$ cat src/rtl/wisc_mem_pkg.sv
// Shared types and sizing for the I/D memory arbiter.
package wisc_mem_pkg;

  localparam int unsigned ADDR_W  = 16;
  localparam int unsigned DATA_W  = 16;
  localparam int unsigned WORDS   = 8;
  localparam int unsigned MEM_LAT = 4;
  localparam int unsigned CNT_W   = $clog2(WORDS);

  typedef enum logic [1:0] {
    ST_IDLE  = 2'd0,
    ST_FILL  = 2'd1,
    ST_WRITE = 2'd2
  } state_t;

  typedef enum logic {
    OWN_I = 1'b0,
    OWN_D = 1'b1
  } owner_t;

  // One memory-side access as driven onto the bus.
  typedef struct packed {
    logic              en;
    logic              wr;
    logic [ADDR_W-1:0] addr;
    logic [DATA_W-1:0] wdata;
  } mem_cmd_t;

  // Block-aligned base: clears the byte offset inside a block of WORDS 2-byte words.
  function automatic logic [ADDR_W-1:0] block_base(input logic [ADDR_W-1:0] addr);
    return addr & ~ADDR_W'(2 * WORDS - 1);
  endfunction

  function automatic logic [ADDR_W-1:0] word_addr(input logic [ADDR_W-1:0] base,
                                                  input logic [CNT_W-1:0]  idx);
    return base + ADDR_W'({idx, 1'b0});
  endfunction

endpackage

$ cat src/rtl/mem_arbiter_if.sv
// Requester, memory and fill-port signals of the I/D memory arbiter.
interface mem_arbiter_if;
  import wisc_mem_pkg::*;

  logic              i_req;
  logic [ADDR_W-1:0] i_addr;
  logic              d_req;
  logic              d_wr;
  logic [ADDR_W-1:0] d_addr;
  logic [DATA_W-1:0] d_wdata;
  logic [DATA_W-1:0] mem_rdata;
  logic              mem_valid;
  logic              mem_en;
  logic              mem_wr;
  logic [ADDR_W-1:0] mem_addr;
  logic [DATA_W-1:0] mem_wdata;
  logic [DATA_W-1:0] fill_data;
  logic [CNT_W-1:0]  fill_word;
  logic              i_fill_we;
  logic              d_fill_we;
  logic              i_done;
  logic              d_done;
  logic              stall;

  modport slave (
    input  i_req, i_addr, d_req, d_wr, d_addr, d_wdata, mem_rdata, mem_valid,
    output mem_en, mem_wr, mem_addr, mem_wdata, fill_data, fill_word,
           i_fill_we, d_fill_we, i_done, d_done, stall
  );

  modport master (
    output i_req, i_addr, d_req, d_wr, d_addr, d_wdata, mem_rdata, mem_valid,
    input  mem_en, mem_wr, mem_addr, mem_wdata, fill_data, fill_word,
           i_fill_we, d_fill_we, i_done, d_done, stall
  );

endinterface

$ cat src/rtl/fill_counter.sv
// Issue / receive word counters for one block fill.
module fill_counter
  import wisc_mem_pkg::*;
(
  input  logic             clk,
  input  logic             rst_n,
  input  logic             clear,
  input  logic             inc_issue,
  input  logic             inc_rx,
  output logic [CNT_W-1:0] issue_cnt,
  output logic [CNT_W-1:0] rx_cnt,
  output logic             issue_last_c,
  output logic             rx_last_c
);

  always_ff @(posedge clk) begin
    if (!rst_n || clear) begin
      issue_cnt <= '0;
      rx_cnt    <= '0;
    end else begin
      if (inc_issue) issue_cnt <= issue_cnt + CNT_W'(1);
      if (inc_rx)    rx_cnt    <= rx_cnt + CNT_W'(1);
    end
  end

  assign issue_last_c = (issue_cnt == CNT_W'(WORDS - 1));
  assign rx_last_c    = (rx_cnt == CNT_W'(WORDS - 1));

endmodule

$ cat src/rtl/mem_arbiter.sv
// Arbitrates I-cache fills, D-cache fills and D-side write-through onto one memory port.
module mem_arbiter
  import wisc_mem_pkg::*;
(
  input  logic          clk,
  input  logic          rst_n,
  mem_arbiter_if.slave  bus
);

  state_t            state;
  owner_t            owner;
  owner_t            last_grant;
  logic              issuing;
  logic [ADDR_W-1:0] base;
  mem_cmd_t          cmd;
  logic              i_done_q;
  logic              d_done_q;

  logic              i_pend_c;
  logic              d_pend_c;
  logic              grant_c;
  logic              grant_wr_c;
  owner_t            grant_side_c;
  logic [ADDR_W-1:0] grant_base_c;
  logic              rx_hit_c;
  logic              inc_issue_c;

  logic [CNT_W-1:0]  issue_cnt;
  logic [CNT_W-1:0]  rx_cnt;
  logic              issue_last_c;
  logic              rx_last_c;

  fill_counter u_fill_counter (
    .clk          (clk),
    .rst_n        (rst_n),
    .clear        (grant_c),
    .inc_issue    (inc_issue_c),
    .inc_rx       (rx_hit_c),
    .issue_cnt    (issue_cnt),
    .rx_cnt       (rx_cnt),
    .issue_last_c (issue_last_c),
    .rx_last_c    (rx_last_c)
  );

  // A requester sees its done pulse while still holding req; mask it so it is not re-granted.
  always_comb begin
    i_pend_c     = bus.i_req & ~i_done_q;
    d_pend_c     = bus.d_req & ~d_done_q;
    grant_c      = (state == ST_IDLE) & (i_pend_c | d_pend_c);
    grant_side_c = OWN_I;
    if (i_pend_c && d_pend_c) begin
      grant_side_c = (last_grant == OWN_I) ? OWN_D : OWN_I;
    end else if (d_pend_c) begin
      grant_side_c = OWN_D;
    end
    grant_wr_c   = (grant_side_c == OWN_D) & bus.d_wr;
    grant_base_c = block_base((grant_side_c == OWN_D) ? bus.d_addr : bus.i_addr);
    rx_hit_c     = (state == ST_FILL) & bus.mem_valid;
    inc_issue_c  = (state == ST_FILL) & issuing & ~issue_last_c;
  end

  always_ff @(posedge clk) begin
    if (!rst_n) begin
      state      <= ST_IDLE;
      owner      <= OWN_I;
      last_grant <= OWN_I;
      issuing    <= 1'b0;
      base       <= '0;
      cmd        <= '0;
      i_done_q   <= 1'b0;
      d_done_q   <= 1'b0;
    end else begin
      i_done_q <= 1'b0;
      d_done_q <= 1'b0;
      case (state)
        ST_IDLE: begin
          if (grant_c) begin
            owner      <= grant_side_c;
            last_grant <= grant_side_c;
            if (grant_wr_c) begin
              state <= ST_WRITE;
              cmd   <= '{en: 1'b1, wr: 1'b1, addr: bus.d_addr, wdata: bus.d_wdata};
            end else begin
              state   <= ST_FILL;
              base    <= grant_base_c;
              issuing <= 1'b1;
              cmd     <= '{en: 1'b1, wr: 1'b0, addr: grant_base_c, wdata: '0};
            end
          end
        end
        ST_FILL: begin
          if (issuing) begin
            if (issue_last_c) begin
              issuing <= 1'b0;
              cmd     <= '0;
            end else begin
              cmd.addr <= word_addr(base, issue_cnt + CNT_W'(1));
            end
          end
          if (rx_hit_c && rx_last_c) begin
            state <= ST_IDLE;
            if (owner == OWN_D) d_done_q <= 1'b1;
            else                i_done_q <= 1'b1;
          end
        end
        ST_WRITE: begin
          state    <= ST_IDLE;
          cmd      <= '0;
          d_done_q <= 1'b1;
        end
        default: begin
          state   <= ST_IDLE;
          issuing <= 1'b0;
          cmd     <= '0;
        end
      endcase
    end
  end

  assign bus.mem_en    = cmd.en;
  assign bus.mem_wr    = cmd.wr;
  assign bus.mem_addr  = cmd.addr;
  assign bus.mem_wdata = cmd.wdata;
  assign bus.fill_data = bus.mem_rdata;
  assign bus.fill_word = rx_cnt;
  assign bus.i_fill_we = rx_hit_c & (owner == OWN_I);
  assign bus.d_fill_we = rx_hit_c & (owner == OWN_D);
  assign bus.i_done    = i_done_q;
  assign bus.d_done    = d_done_q;
  assign bus.stall     = (state != ST_IDLE) | i_pend_c | d_pend_c;

endmodule

$ cat src/flat_wrapper.sv
// flat-port wrapper written by rule: the top's interface ports become plain ports
module mem_arbiter_flat import wisc_mem_pkg::*;
  (clk, rst_n, bus_i_req, bus_i_addr, bus_d_req, bus_d_wr, bus_d_addr, bus_d_wdata, bus_mem_rdata, bus_mem_valid, bus_mem_en, bus_mem_wr, bus_mem_addr, bus_mem_wdata, bus_fill_data, bus_fill_word, bus_i_fill_we, bus_d_fill_we, bus_i_done, bus_d_done, bus_stall);
  mem_arbiter_if bus_i ();
  input  logic clk;
  input  logic rst_n;
  input wire logic [$bits(bus_i.i_req)-1:0] bus_i_req;
  input wire logic [$bits(bus_i.i_addr)-1:0] bus_i_addr;
  input wire logic [$bits(bus_i.d_req)-1:0] bus_d_req;
  input wire logic [$bits(bus_i.d_wr)-1:0] bus_d_wr;
  input wire logic [$bits(bus_i.d_addr)-1:0] bus_d_addr;
  input wire logic [$bits(bus_i.d_wdata)-1:0] bus_d_wdata;
  input wire logic [$bits(bus_i.mem_rdata)-1:0] bus_mem_rdata;
  input wire logic [$bits(bus_i.mem_valid)-1:0] bus_mem_valid;
  output wire logic [$bits(bus_i.mem_en)-1:0] bus_mem_en;
  output wire logic [$bits(bus_i.mem_wr)-1:0] bus_mem_wr;
  output wire logic [$bits(bus_i.mem_addr)-1:0] bus_mem_addr;
  output wire logic [$bits(bus_i.mem_wdata)-1:0] bus_mem_wdata;
  output wire logic [$bits(bus_i.fill_data)-1:0] bus_fill_data;
  output wire logic [$bits(bus_i.fill_word)-1:0] bus_fill_word;
  output wire logic [$bits(bus_i.i_fill_we)-1:0] bus_i_fill_we;
  output wire logic [$bits(bus_i.d_fill_we)-1:0] bus_d_fill_we;
  output wire logic [$bits(bus_i.i_done)-1:0] bus_i_done;
  output wire logic [$bits(bus_i.d_done)-1:0] bus_d_done;
  output wire logic [$bits(bus_i.stall)-1:0] bus_stall;
  assign bus_i.i_req = bus_i_req;
  assign bus_i.i_addr = bus_i_addr;
  assign bus_i.d_req = bus_d_req;
  assign bus_i.d_wr = bus_d_wr;
  assign bus_i.d_addr = bus_d_addr;
  assign bus_i.d_wdata = bus_d_wdata;
  assign bus_i.mem_rdata = bus_mem_rdata;
  assign bus_i.mem_valid = bus_mem_valid;
  assign bus_mem_en = bus_i.mem_en;
  assign bus_mem_wr = bus_i.mem_wr;
  assign bus_mem_addr = bus_i.mem_addr;
  assign bus_mem_wdata = bus_i.mem_wdata;
  assign bus_fill_data = bus_i.fill_data;
  assign bus_fill_word = bus_i.fill_word;
  assign bus_i_fill_we = bus_i.i_fill_we;
  assign bus_d_fill_we = bus_i.d_fill_we;
  assign bus_i_done = bus_i.i_done;
  assign bus_d_done = bus_i.d_done;
  assign bus_stall = bus_i.stall;
  mem_arbiter u_core (.clk(clk), .rst_n(rst_n), .bus(bus_i));
endmodule
$ cat config.mk
export PLATFORM = sky130hd
export DESIGN_NAME = mem_arbiter_flat
export DESIGN_NICKNAME = d
export VERILOG_FILES = /design/src/rtl/wisc_mem_pkg.sv /design/src/rtl/mem_arbiter_if.sv /design/src/rtl/fill_counter.sv /design/src/rtl/mem_arbiter.sv /design/src/flat_wrapper.sv
export SDC_FILE = /design/constraint.sdc
export NUM_CORES = 1
export LEC_CHECK = 0
export ABC_AREA = 1
export CAP_MARGIN = 40
export CORE_MARGIN = 4
export CORE_UTILIZATION = 45
export DETAILED_ROUTE_END_ITERATION = 7
export GPL_TIMING_DRIVEN = 0
export PLACE_DENSITY = 0.85
export SLEW_MARGIN = 25
export SYNTH_ARGS = -nofsm -noshare
export SYNTH_HDL_FRONTEND = slang
export SYNTH_HIERARCHICAL = 1
export SYNTH_SLANG_ARGS = --single-unit
$ cat constraint.sdc
create_clock -name clk -period 3.25 [get_ports clk]
set_input_delay 0.65 -clock clk [delete_from_list [all_inputs] [get_ports clk]]
set_output_delay 0.65 -clock clk [all_outputs]
set_load 0.005 [all_outputs]
# Word level (Yosys, flattened, before mapping)
# Cells that the tools add are included.
# Widths: inputs -> output; s select.
[op_classes] n_addsub=3 n_eq_ne=9 n_mux=23 bitwise=18 n_reduce_logical=13
[op_table] operator="$mux 34" n=2
[op_table] operator="$pmux 34 s2" n=1
[op_table] operator="$mux 16" n=3
[op_table] operator="$mux 33" n=1
[op_table] operator="$add 16x4->16" n=1
[op_table] operator="$reduce_and 3->1" n=4
[op_table] operator="$and 1x1->1" n=9
[op_table] operator="$mux 1" n=9
[op_table] operator="$mux 2" n=4
[op_table] operator="$add 3x1->3 const B" n=2
[op_table] operator="$eq 3x3->1 const B" n=2
[op_table] operator="$ne 2x2->1 const B" n=3
[op_table] operator="$not 1->1" n=6
[op_table] operator="$reduce_and 2->1" n=3
[op_table] operator="$ne 2x1->1 const B" n=2
[op_table] operator="$pmux 2 s2" n=1
[op_table] operator="$or 1x1->1" n=3
[op_table] operator="$pmux 1 s3" n=1
[op_table] operator="$eq 2x1->1 const B" n=1
[op_table] operator="$eq 2x2->1 const B" n=1
[op_table] operator="$logic_and 1x1->1" n=2
[op_table] operator="$logic_not 2->1" n=1
[op_table] operator="$pmux 1 s2" n=1
[op_table] operator="$reduce_bool 2->1" n=1
[op_table] operator="other kinds (2)" n=2
[totals] register_bits=58 input_bits=70 out_inout_bits=58

# Longest topological paths before layout
[logic_depth] depth_word=8 ltp_mapped=10 depth_no_buf=9

# Modules after synthesis
# Netlist, hierarchy kept.
[by_module_without_submodules] mod="mem_arbiter" n_inst=1 cells_per_inst=380 area_per_inst_um2=2638.8 seq_area_each_um2=1041.0
[by_module_without_submodules] mod="fill_counter" n_inst=1 cells_per_inst=36 area_per_inst_um2=277.8 seq_area_each_um2=120.1

# Worst setup path after synthesis
# OpenSTA, ideal clock, no wires.
[synth_timing] kind="in2reg" startpoint="input bus_d_req" endpoint="register u_core.cmd (netlist bit u_core/bus.mem_wdata[12])" t_arrival_ns=1.460 required_ns=3.180 slack_ns=1.719 path_stages=7 path_buffers=1 cell_sequence="inv_1 nor2_4 nand4_4 nor2_4 buf_6 nand2_1 a21oi_1"
[synth_via] elab_chain_len=7 word_cells_on_any_way=12 cone_classes="1 x eq/ne; 5 x mux; 4 x bitwise; 2 x reduce/logical"
[synth_rtl] element="start, declared" line="flat_wrapper.sv:9" source="input wire logic [$bits(bus_i.d_req)-1:0] bus_d_req;"
[synth_rtl] element="$and 1x1->1 *" line="mem_arbiter.sv:48" source="d_pend_c = bus.d_req & ~d_done_q;"
[synth_rtl] element="$mux 1 or $logic_and 1x1->1 (tied branches)" line="mem_arbiter.sv:53, mem_arbiter.sv:51"
[synth_rtl] element="$mux 1" line="mem_arbiter.sv:51" source="if (i_pend_c && d_pend_c) begin"
[synth_rtl] element="$and 1x1->1" line="mem_arbiter.sv:56" source="grant_wr_c = (grant_side_c == OWN_D) & bus.d_wr;"
[synth_rtl] element="$mux 33" line="mem_arbiter.sv:80" source="if (grant_wr_c) begin"
[synth_rtl] element="$mux 34" line="mem_arbiter.sv:77" source="if (grant_c) begin"
[synth_rtl] element="$pmux 34 s2" line="mem_arbiter.sv:75" source="case (state)"
[synth_rtl] element="end signal, assigned" line="mem_arbiter.sv:82" source="cmd <= '{en: 1'b1, wr: 1'b1, addr: bus.d_addr, wdata: bus.d_wdata};"
[synth_rtl] element="end signal, assigned" line="mem_arbiter.sv:87" source="cmd <= '{en: 1'b1, wr: 1'b0, addr: grant_base_c, wdata: '0};"
[synth_rtl] element="end, declared" line="mem_arbiter.sv:15" source="mem_cmd_t cmd;"
# Mark *: on every way between the ends. The rest lies on a longest branch, timed or not. The select of a mux whose other input is x is not followed.
# A chain may end at the register's enable or synchronous reset.

# Final worst setup path
[layout_timing] startpoint="input bus_i_req" endpoint="output bus_stall"
[layout_via] elab_chain_len=3
[layout_rtl] element="start, declared" line="flat_wrapper.sv:7" source="input wire logic [$bits(bus_i.i_req)-1:0] bus_i_req;"
[layout_rtl] element="$and 1x1->1" line="mem_arbiter.sv:47" source="i_pend_c = bus.i_req & ~i_done_q;"
[layout_rtl] element="$or 1x1->1 (2 in a row)" line="mem_arbiter.sv:130" source="assign bus.stall = (state != ST_IDLE) | i_pend_c | d_pend_c;"
[layout_rtl] element="end, declared" line="flat_wrapper.sv:25" source="output wire logic [$bits(bus_i.stall)-1:0] bus_stall;"
# Every way passes these cells.

==> impl_metrics.toml <==
[status]
status = "finished clean"

[layout]
nets = 612
fill_cells = 538
fin_util_pct = 67.9
register_area_um2 = 1160
fin_cells = 616
drive_gt1_share_pct = 10.8
area_growth_pct = 47.0
multiInputGateArea_um2 = 1320
antenna_cells = 0

[floorplanning]
io_pins = 128
coreArea_um2 = 6310
rows = 29
start_util_pct = 46.2
dieArea_um2 = 7830
die_y_um = 88.5
die_width_um = 88.5

[min_path]
hold_class = "flop to flop"
hp-start = "u_core/bus.mem_en"
whs_endpoint = "u_core/bus.mem_en"
holdPathStages = 2

[critical_path]
crit_top_cell = "clkdlybuf4s50_1"
startpoint = "bus_i_req"
path_depth = 4
endpoint_kind = "output port"
slowest_stage = "clkdlybuf4s50_1"
crit_arrival_ns = 1.97
critPathKind = "primary input to output port"
required_ns = 2.60
crit_chain = "clkdlybuf4s50_1 -> nand2_1 -> nand3_2 -> clkdlybuf4s50_1"
cp_top_family = "buffers and inverters"
crit_fanout = 5
crit_buf_inv = 2
reg2reg_depth = 10
crit-reg2reg-launch = "u_core/u_fill_counter/issue_cnt[0]"
slowest_delay_ns = 0.53
ff2ff_setup_slack_ns = 1.40
r2r-end = "u_core/bus.mem_addr[9]"
start_kind = "primary input"

[detailed_routing]
vias = 3028
post-route-drc-count = 0
wl_per_cell_um = 13.1
via_per_inst = 4.92
final_antenna_net_count = 0
drt_iter0_drc = 137
first_pass_iters = 5
routed_wl_um = 8090

[placement]
port_buffers = 107
gp_congestion = 0.792
dp_cells = 600
hpwl_um = 6080

[clocking]
cts.path.max_buffers = 2
ctsHoldBuffers = 0
ctsHtreeMaxLevel = 3
worstSkewPairLatency_ns = 0.33
cts.root.buffer_cell = "clkbuf_8"
clock_sinks = 58
cts_setup_buffers = 0
cts.clk_slew.worst_paths_ns = 0.07
tritoncts = "built"
cts_made_buffers = 9
cts-resized-gates = 0

[timing]
hold_viol = 0
period_needed_ns = 2.62
period_share_pct = 80.7
slew_headroom_pct = 62.3
setup_tns_ns = 0
setup_violations = 0
rsz0062_at_grt = "no"
worst_slew_pin_slew_ns = 0.565
slew_viol_final = 0
fmax_mhz = 381
clock_skew_ns = 0.00955

[global_routing]
antenna_found_initial = 0
overflow = 0
grt_max_degree = 11
gr-usage-all-layers_pct = 21.0
grt_pass1_wl_um = 12800
grt_pass1_vias = 2906

[yosys]
synth_most_common_cell = "nand2_1"
syn_inst = 416
synth_top_area_share_pct = 39.8
ys.flop_type = "dfxtp_1"
yosysSeqAreaShare_pct = 39.8
synth_seq_cells = 58
synth.largest_area_cell = "dfxtp_1"
synthArstFlopShare_pct = 0
syn_avg_cell_area_um2 = 7.01
synth.distinct_cells = 27
synth_edf_count = 0
synth_commonest_cells = "nand2_1, dfxtp_1, a21oi_1"
synth.cell_area_um2 = 2920
yosys-top-cells-area = "dfxtp_1, nand2_1, a21oi_1"
yosysWarnings = 6
synth_nets = 494

[pwr]
cellPowerDensity_nw_per_um2 = 522
p_leak_nw = 1.85
vdd.ir_drop.worst_v = 0.000341

[run]
cap_violations = 0
[how the worst max path moves through the flow]
stage	end	slack [ns]
5_1_grt	bus_stall	0.58
4_1_cts	bus_stall	0.62
3_3_place_gp	bus_stall	0.65
2_1_floorplan	u_core/bus.mem_wdata[12]	1.72
3_5_place_dp	bus_stall	0.63
6_report	bus_stall	0.63
[metrics by stage]
| step | power, mW | hold WS [ns] | setup slack (ns) | area, um^2 |
|---|---|---|---|---|
| 3_3_place_gp | 1.55 | 0.434 | 0.650 | 4080 |
| 4_1_cts | 2.25 | 0.462 | 0.624 | 4290 |
| 2_1_floorplan | 1.27 | 0.440 | 1.72 | 2920 |
| 6_report | 2.24 | 0.457 | 0.628 | 4290 |
| 3_5_place_dp | 1.58 | 0.450 | 0.629 | 4080 |
| 5_1_grt | 2.37 | 0.482 | 0.582 | 4290 |
[worst reg2reg max path, cell delays in order, from the launching register on]
cell	delay, ns
dfxtp_1	0.35
ha_1	0.21
ha_1	0.17
inv_1	0.06
nand2_1	0.12
inv_1	0.13
clkbuf_1	0.38
nand2_1	0.10
nand2_1	0.08
nand2_1	0.05
a21oi_1	0.13
[sequential cells by signal (all words and copies together), names as in the netlist, 2 cells and up]
register / flops
u_core/bus.mem_wdata: 16
u_core/u_fill_counter/rx_cnt: 3
u_core/u_fill_counter/issue_cnt: 3
u_core/base: 12
u_core/bus.mem_addr: 16
u_core/state: 2
[area by class of cell]
type | count | area share, %
inverter | 53 | 4.64
buffer | 34 | 5.54
tap | 77 | 2.25
multi-input combinational | 271 | 30.8
sequential | 58 | 27.1
clock buffer | 11 | 3.53
clock inverter | 5 | 1.23
timing repair buffer | 107 | 25.0
[layout by cell type, fill, tap and decap left out, types with 8 or more instances in the layout]
cell type and instances:
a21oi_1 54, buf_4 18, clkbuf_8 11, clkdlybuf4s50_1 107, dfxtp_1 58, ha_1 8
inv_1 49, nand2_1 139, nand3_1 36, nor2_1 11
[cell families (layout without fill, tap and decap cells)]
kind of cell | count (synthesis) | in the layout | share of synthesized area (%)
and+or+nand+nor | 198 | 198 | 29.7
buffers and inverters | 87 | 210 | 15.0
AOI/OAI and AO/OA | 65 | 65 | 12.1
DFF | 58 | 58 | 39.8
adders and majority gates | 8 | 8 | 3.43
[routing by layer]
metal	track usage [%]	up-vias	part of all wire (%)
met4	9.34	0	1.6
met1	23.9	1366	39
met3	5.68	12	9.3
met5	0	-	0
li1	-	1529	-
met2	36.9	121	50
[power breakdown]
| group | internal (mW) | total [mW] | switching [mW] |
|---|---|---|---|
| Sequential | 0.799 | 0.851 | 0.0515 |
| Clock | 0.392 | 0.673 | 0.282 |
| Combinational | 0.339 | 0.714 | 0.375 |
| Total | 1.53 | 2.24 | 0.708 |
Note: power is estimated with default switching activity, not from simulation.
